==> src/rtl/xbar_bridge_pkg.sv <==
// Shared helpers for the bridge response side: one-hot checks and counter sizing.
package xbar_bridge_pkg;

  // Widest ID any bridge instance may use; callers zero-extend into this width.
  localparam int unsigned MAX_ID_W = 64;

  function automatic int unsigned cnt_width(input int unsigned max_ost);
    return (max_ost < 1) ? 1 : $clog2(max_ost + 1);
  endfunction

  function automatic logic is_onehot(input logic [MAX_ID_W-1:0] id);
    int unsigned ones;
    ones = 0;
    for (int unsigned i = 0; i < MAX_ID_W; i++) begin
      ones += 32'(id[i]);
    end
    return (ones == 1);
  endfunction

  function automatic int unsigned onehot_to_index(input logic [MAX_ID_W-1:0] id);
    int unsigned idx;
    idx = 0;
    for (int unsigned i = 0; i < MAX_ID_W; i++) begin
      if (id[i]) begin
        idx = i;
      end
    end
    return idx;
  endfunction

endpackage

==> src/rtl/xbar_bridge_ost_counter.sv <==
// Per-master saturating outstanding-transaction counter with overflow/underflow event flags.
module xbar_bridge_ost_counter #(
  parameter int unsigned MAX_OUTSTANDING = 4,
  parameter int unsigned CNT_WIDTH       = $clog2(MAX_OUTSTANDING + 1)
) (
  input  logic clk,
  input  logic rst_n,
  input  logic inc,
  input  logic dec,
  output logic at_max,
  output logic nonzero,
  output logic ovf,
  output logic unexp
);

  localparam logic [CNT_WIDTH-1:0] MAX_CNT = CNT_WIDTH'(MAX_OUTSTANDING);

  logic [CNT_WIDTH-1:0] cnt_q;
  logic [CNT_WIDTH-1:0] cnt_d;

  // A simultaneous grant and response cancel out and leave the count alone.
  always_comb begin
    cnt_d = cnt_q;
    ovf   = 1'b0;
    unexp = 1'b0;
    if (inc && !dec) begin
      if (cnt_q == MAX_CNT) begin
        ovf = 1'b1;
      end else begin
        cnt_d = cnt_q + CNT_WIDTH'(1);
      end
    end else if (dec && !inc) begin
      if (cnt_q == '0) begin
        unexp = 1'b1;
      end else begin
        cnt_d = cnt_q - CNT_WIDTH'(1);
      end
    end
  end

  always_ff @(posedge clk or negedge rst_n) begin
    if (!rst_n) begin
      cnt_q <= '0;
    end else begin
      cnt_q <= cnt_d;
    end
  end

  assign at_max  = (cnt_q == MAX_CNT);
  assign nonzero = (cnt_q != '0);

endmodule

==> src/rtl/xbar_bridge_resp_router.sv <==
// Routes slave responses back to the one-hot-addressed master with one cycle of latency
// and tracks per-master outstanding transactions to drive request-side blocking.
module xbar_bridge_resp_router
  import xbar_bridge_pkg::*;
#(
  parameter int unsigned N_MASTER        = 16,
  parameter int unsigned ID_WIDTH        = N_MASTER,
  parameter int unsigned DATA_WIDTH      = 32,
  parameter int unsigned AUX_WIDTH       = 6,
  parameter int unsigned MAX_OUTSTANDING = 4
) (
  input  logic                           clk,
  input  logic                           rst_n,
  input  logic                           req_valid_i,
  input  logic [ID_WIDTH-1:0]            req_ID_i,
  input  logic                           data_r_valid_i,
  input  logic [ID_WIDTH-1:0]            data_r_ID_i,
  input  logic [DATA_WIDTH-1:0]          data_r_rdata_i,
  input  logic                           data_r_opc_i,
  input  logic [AUX_WIDTH-1:0]           data_r_aux_i,
  output logic [N_MASTER-1:0]            data_r_valid_o,
  output logic [N_MASTER*DATA_WIDTH-1:0] data_r_rdata_o,
  output logic [N_MASTER-1:0]            data_r_opc_o,
  output logic [N_MASTER*AUX_WIDTH-1:0]  data_r_aux_o,
  output logic [N_MASTER-1:0]            req_block_o,
  output logic                           busy_o,
  output logic                           err_id_o,
  output logic                           err_unexp_o,
  output logic                           err_ovf_o
);

  localparam int unsigned CNT_WIDTH = cnt_width(MAX_OUTSTANDING);

  logic req_legal;
  logic resp_legal;
  logic req_bad;
  logic resp_bad;

  logic [N_MASTER-1:0] inc;
  logic [N_MASTER-1:0] dec;
  logic [N_MASTER-1:0] at_max;
  logic [N_MASTER-1:0] nonzero;
  logic [N_MASTER-1:0] ovf;
  logic [N_MASTER-1:0] unexp;

  logic [N_MASTER-1:0]   valid_q;
  logic [DATA_WIDTH-1:0] rdata_q;
  logic                  opc_q;
  logic [AUX_WIDTH-1:0]  aux_q;
  logic                  err_id_q;
  logic                  err_unexp_q;
  logic                  err_ovf_q;

  assign req_legal  = req_valid_i && is_onehot(MAX_ID_W'(req_ID_i));
  assign resp_legal = data_r_valid_i && is_onehot(MAX_ID_W'(data_r_ID_i));
  assign req_bad    = req_valid_i && !req_legal;
  assign resp_bad   = data_r_valid_i && !resp_legal;

  // Illegal IDs never touch the counters.
  assign inc = req_legal  ? N_MASTER'(req_ID_i)    : '0;
  assign dec = resp_legal ? N_MASTER'(data_r_ID_i) : '0;

  for (genvar m = 0; m < N_MASTER; m++) begin : g_cnt
    xbar_bridge_ost_counter #(
      .MAX_OUTSTANDING(MAX_OUTSTANDING),
      .CNT_WIDTH      (CNT_WIDTH)
    ) u_cnt (
      .clk    (clk),
      .rst_n  (rst_n),
      .inc    (inc[m]),
      .dec    (dec[m]),
      .at_max (at_max[m]),
      .nonzero(nonzero[m]),
      .ovf    (ovf[m]),
      .unexp  (unexp[m])
    );
  end

  // Payload is shared by all masters; only the valid bit selects the recipient.
  always_ff @(posedge clk or negedge rst_n) begin
    if (!rst_n) begin
      valid_q     <= '0;
      rdata_q     <= '0;
      opc_q       <= 1'b0;
      aux_q       <= '0;
      err_id_q    <= 1'b0;
      err_unexp_q <= 1'b0;
      err_ovf_q   <= 1'b0;
    end else begin
      valid_q     <= dec;
      if (resp_legal) begin
        rdata_q <= data_r_rdata_i;
        opc_q   <= data_r_opc_i;
        aux_q   <= data_r_aux_i;
      end
      err_id_q    <= req_bad || resp_bad;
      err_unexp_q <= |unexp;
      err_ovf_q   <= |ovf;
    end
  end

  assign data_r_valid_o = valid_q;
  assign data_r_rdata_o = {N_MASTER{rdata_q}};
  assign data_r_opc_o   = {N_MASTER{opc_q}};
  assign data_r_aux_o   = {N_MASTER{aux_q}};
  assign req_block_o    = at_max;
  assign busy_o         = |nonzero;
  assign err_id_o       = err_id_q;
  assign err_unexp_o    = err_unexp_q;
  assign err_ovf_o      = err_ovf_q;

endmodule

==> config.mk <==
export PLATFORM = sky130hd
export DESIGN_NAME = xbar_bridge_resp_router
export DESIGN_NICKNAME = d
export VERILOG_FILES = /design/src/rtl/xbar_bridge_pkg.sv /design/src/rtl/xbar_bridge_ost_counter.sv /design/src/rtl/xbar_bridge_resp_router.sv
export SDC_FILE = /design/constraint.sdc
export NUM_CORES = 1
export LEC_CHECK = 0
export ABC_CLOCK_PERIOD_IN_PS = 3600
export CAP_MARGIN = 5
export CORE_AREA = 2 2 284 286
export DETAILED_ROUTE_END_ITERATION = 10
export DIE_AREA = 0 0 286 288
export SKIP_CTS_REPAIR_TIMING = 1
export SYNTH_ARGS = -nofsm -noshare
export SYNTH_HDL_FRONTEND = slang
export SYNTH_SLANG_ARGS = --single-unit
==> constraint.sdc <==
create_clock -name clk -period 3.6 [get_ports clk]
set_input_delay 1.08 -clock clk [delete_from_list [all_inputs] [get_ports clk]]
set_output_delay 1.08 -clock clk [all_outputs]
set_load 0.02 [all_outputs]
==> flow_summary.yaml <==
placement:
  place_ws_ns: -2.87
  io_buffers: 734
  placed_area_sq_um: 16300
  dpl.cell_count: 2602
  dp_hpwl_um: 36200
  place.gp.congestion: 0.908
logic_synthesis:
  synth_top_cell_area_share_pct: 41.5
  avgSynthCellArea_sq_um: 8.58
  synth_fp_nets: 1391
  synth_edf_count: 0
  ys_ff_latch: 106
  yosys_most_used_dff: "dfrtp_1"
  yosys_warnings: 0
  syn_area_sq_um: 10900
  async_flop_share_pct: 100
  ys_types: 68
  syn_inst: 1270
  seq_area_frac_synth_pct: 24.3
  yosysTopAreaCell: "buf_4"
  synthTopCellsByArea: "buf_4 42%, dfrtp_1 24%, fa_1 6.6%, nand2_1 4.8%, inv_1 2.3%"
finish:
  postLayoutCoreUtil_pct: 22.5
  n_fill_cell: 8654
  drive_gt1_share_pct: 25.6
  areaGrowthSynthToFinish_pct: 64.5
  stdcell_count: 2659
  stdcell_area_sq_um: 17900
  nNetsFinal: 1712
worst_setup_path:
  cp_common_cell: "fa_1"
  crit_chain: "buf_2 -> inv_1 -> fa_1 -> inv_1 -> fa_1 -> fa_1 -> inv_1 -> fa_1 -> inv_2 -> ha_4 -> fa_1 -> nor4b_4 -> and4_4 -> buf_8 -> nand3b_1 -> buf_6 -> fa_2 -> xnor2_1 -> nor2_1 -> xor2_1"
  max_stage_delay_ns: 0.50
  cp-start-kind: "primary input"
  timing.rr.start: "g_cnt[9].u_cnt.cnt_q[2]$_DFFE_PN0P_"
  rr_worst_depth: 4
  critPathMaxFanout: 7
  critPathKind: "in2reg"
  cp-endpoint: "g_cnt[9].u_cnt.cnt_q[2]$_DFFE_PN0P_"
  arrival_ns: 5.78
  critPathRequiredTime_ns: 3.92
  endpoint_kind: "flip-flop"
  startpoint: "req_ID_i[9]"
  cpMaxStageDelayCell: "fa_1"
  worst-r2r-setup-slack_ns: 1.73
  r2r-end: "g_cnt[9].u_cnt.cnt_q[1]$_DFFE_PN0P_"
grt:
  globalRouteTotalUtil_pct: 10.0
  grt_pass1_wl_um: 58700
  grt-busiest-layer: "met2"
  grtUsageMet2_pct: 17.2
  use_met3_pct: 2.19
  grt_pass1_vias: 7980
  grt-ovfl-total: 0
  antenna_found_initial: 12
  use_met1_pct: 12.7
  grt_max_degree: 69
status:
  status: "complete, but fails checks"
  violations: "negative setup slack"
floorplanning:
  die-area_sq_um: 82400
  fp.dieW_um: 286
  start_util_pct: 13.7
  fp-row-count: 104
  fp.coreArea_sq_um: 79600
  die_h_um: 288
  pin_count: 735
job:
  cap_violations: 0
clock_network:
  cts_buffers: 9
  clk_pin_slew_ns: 0.09
  cts_tree: "built"
  clock_sinks: 106
  clock_latency_ns: 0.40
  clk_path_buf_depth: 2
  cts-root-buf: "clkbuf_16"
  cts_htree_levels: 3
sta:
  grt_setup_unrepaired: "yes"
  min_period_ns: 5.46
  finalHoldViolations: 0
  finalCritPeriodShare_pct: 152
  slew_viol_final: 0
  fmax_ghz: 0.183
  holdWs_ns: 0.484
  finalSetupViolCount: 106
  maxSlewHeadroom_pct: 46.1
  tightest_slew_ns: 0.806
  post-route-worst-setup-slack_ns: -1.86
  clock_skew_ns: 0.00674
  finalSetupTns_ns: -160.62
drt:
  wire_per_inst_um: 17.7
  ant_nets: 0
  via_per_inst: 3.34
  wl_um: 47100
  drtIter0Drc: 465
  vias: 8868
  dr.pass1.iters: 5
  drcViolationCount: 0
power_and_ir_drop:
  power_mw: 19.0
  p_leak_nw: 7.37
  ir_drop_v: 0.000399
  power_density_nw_per_um2: 1060
min_path:
  hp-class: "reg2reg"
-- sequential cells by signal (all words and copies together), names as in the netlist --
signal / count
g_cnt.u_cnt.cnt_q: 48
opc_q: 1
rdata_q: 32
data_r_valid_o: 16
err_ovf_o: 1
aux_q: 6
err_id_o: 1
err_unexp_o: 1
-- report_power, final --
part | internal [mW] | switching, mW | total, mW
Clock | 0.503 | 0.610 | 1.11
Sequential | 1.67 | 1.06 | 2.73
Combinational | 7.22 | 7.96 | 15.2
-- layout by cell type, fill, tap and decap left out, types with 18 or more instances in the layout --
cell type        count
nand2_2             36
nand2_4             19
nand2_1             82
nor2_1              32
buf_6               49
clkdlybuf4s50_1    712
fa_1                21
inv_2               18
inv_1               47
buf_4              130
dfrtp_1            106
-- cells in the mapped netlist (all sizes together) (6+ instances only) --
cell and count:
buf 607, nand2 139, dfrtp 106, inv 70, nor2 46, fa 36
nand3 26, o21ai 21, xnor2 21, nor3 18, xor2 16, a21oi 15
nand4 14, and3 12, and2 11, clkbuf 10, ha 10, mux2 10
nor3b 8, o22ai 6
-- kinds of logic (layout without fill, tap and decap cells) --
logic type | count (synthesis) | in the layout | share of synthesized area [%]
other | 0 | 3 | 0
XOR/XNOR | 37 | 37 | 2.97
AND/OR/NAND/NOR | 298 | 298 | 13.2
AO/OA/AOI/OAI | 84 | 84 | 5.78
flip-flops | 106 | 106 | 24.3
adder cells (fa/ha/maj) | 46 | 46 | 7.76
buffers and inverters | 687 | 1013 | 44.6
multiplexers | 12 | 12 | 1.29
-- how the worst min path moves through the flow --
| stage | slack [ns] | end | from | cells after the start |
|---|---|---|---|---|
| finish | 0.48 | rdata_q[2]$_DFFE_PN0N_ | rdata_q[2]$_DFFE_PN0N_ | 2 |
| global route | 0.50 | rdata_q[2]$_DFFE_PN0N_ | rdata_q[2]$_DFFE_PN0N_ | 2 |
| CTS | 0.49 | rdata_q[2]$_DFFE_PN0N_ | rdata_q[2]$_DFFE_PN0N_ | 2 |
| detailed placement | 0.46 | rdata_q[2]$_DFFE_PN0N_ | rdata_q[2]$_DFFE_PN0N_ | 2 |
| global placement | 0.46 | rdata_q[29]$_DFFE_PN0N_ | rdata_q[29]$_DFFE_PN0N_ | 2 |
| floorplan | 0.45 | g_cnt[1].u_cnt.cnt_q[2]$_DFFE_PN0P_ | g_cnt[1].u_cnt.cnt_q[2]$_DFFE_PN0P_ | 1 |
-- worst max-delay path: cells and delay by family --
kind	cells	cell delay, ns
xor gates and xnor gates	2	0.30
adders and majority gates	7	2.87
buffers and inverters	7	0.69
and+or+nand+nor	4	0.82
-- final cells by class --
cell class              instances  area (sq um)  area share (%)
well taps                    1060          1330            7.40
multi-input cells             477          4200            23.4
inverters                      70           280            1.56
clock inverters                 5          42.5           0.237
clock buffers                  11           243            1.35
diodes                          3          7.51          0.0419
repair buffers                927          9180            51.2
flip-flops and latches        106          2650            14.8
-- metal layers --
metal  up-vias  part of all wire [%]
met3        30                   7.0
met4         0                   1.7
met5         -                     0
li1       4080                     -
met1      4311                    42
met2       447                    49
(Power assumes the default switching activity.)
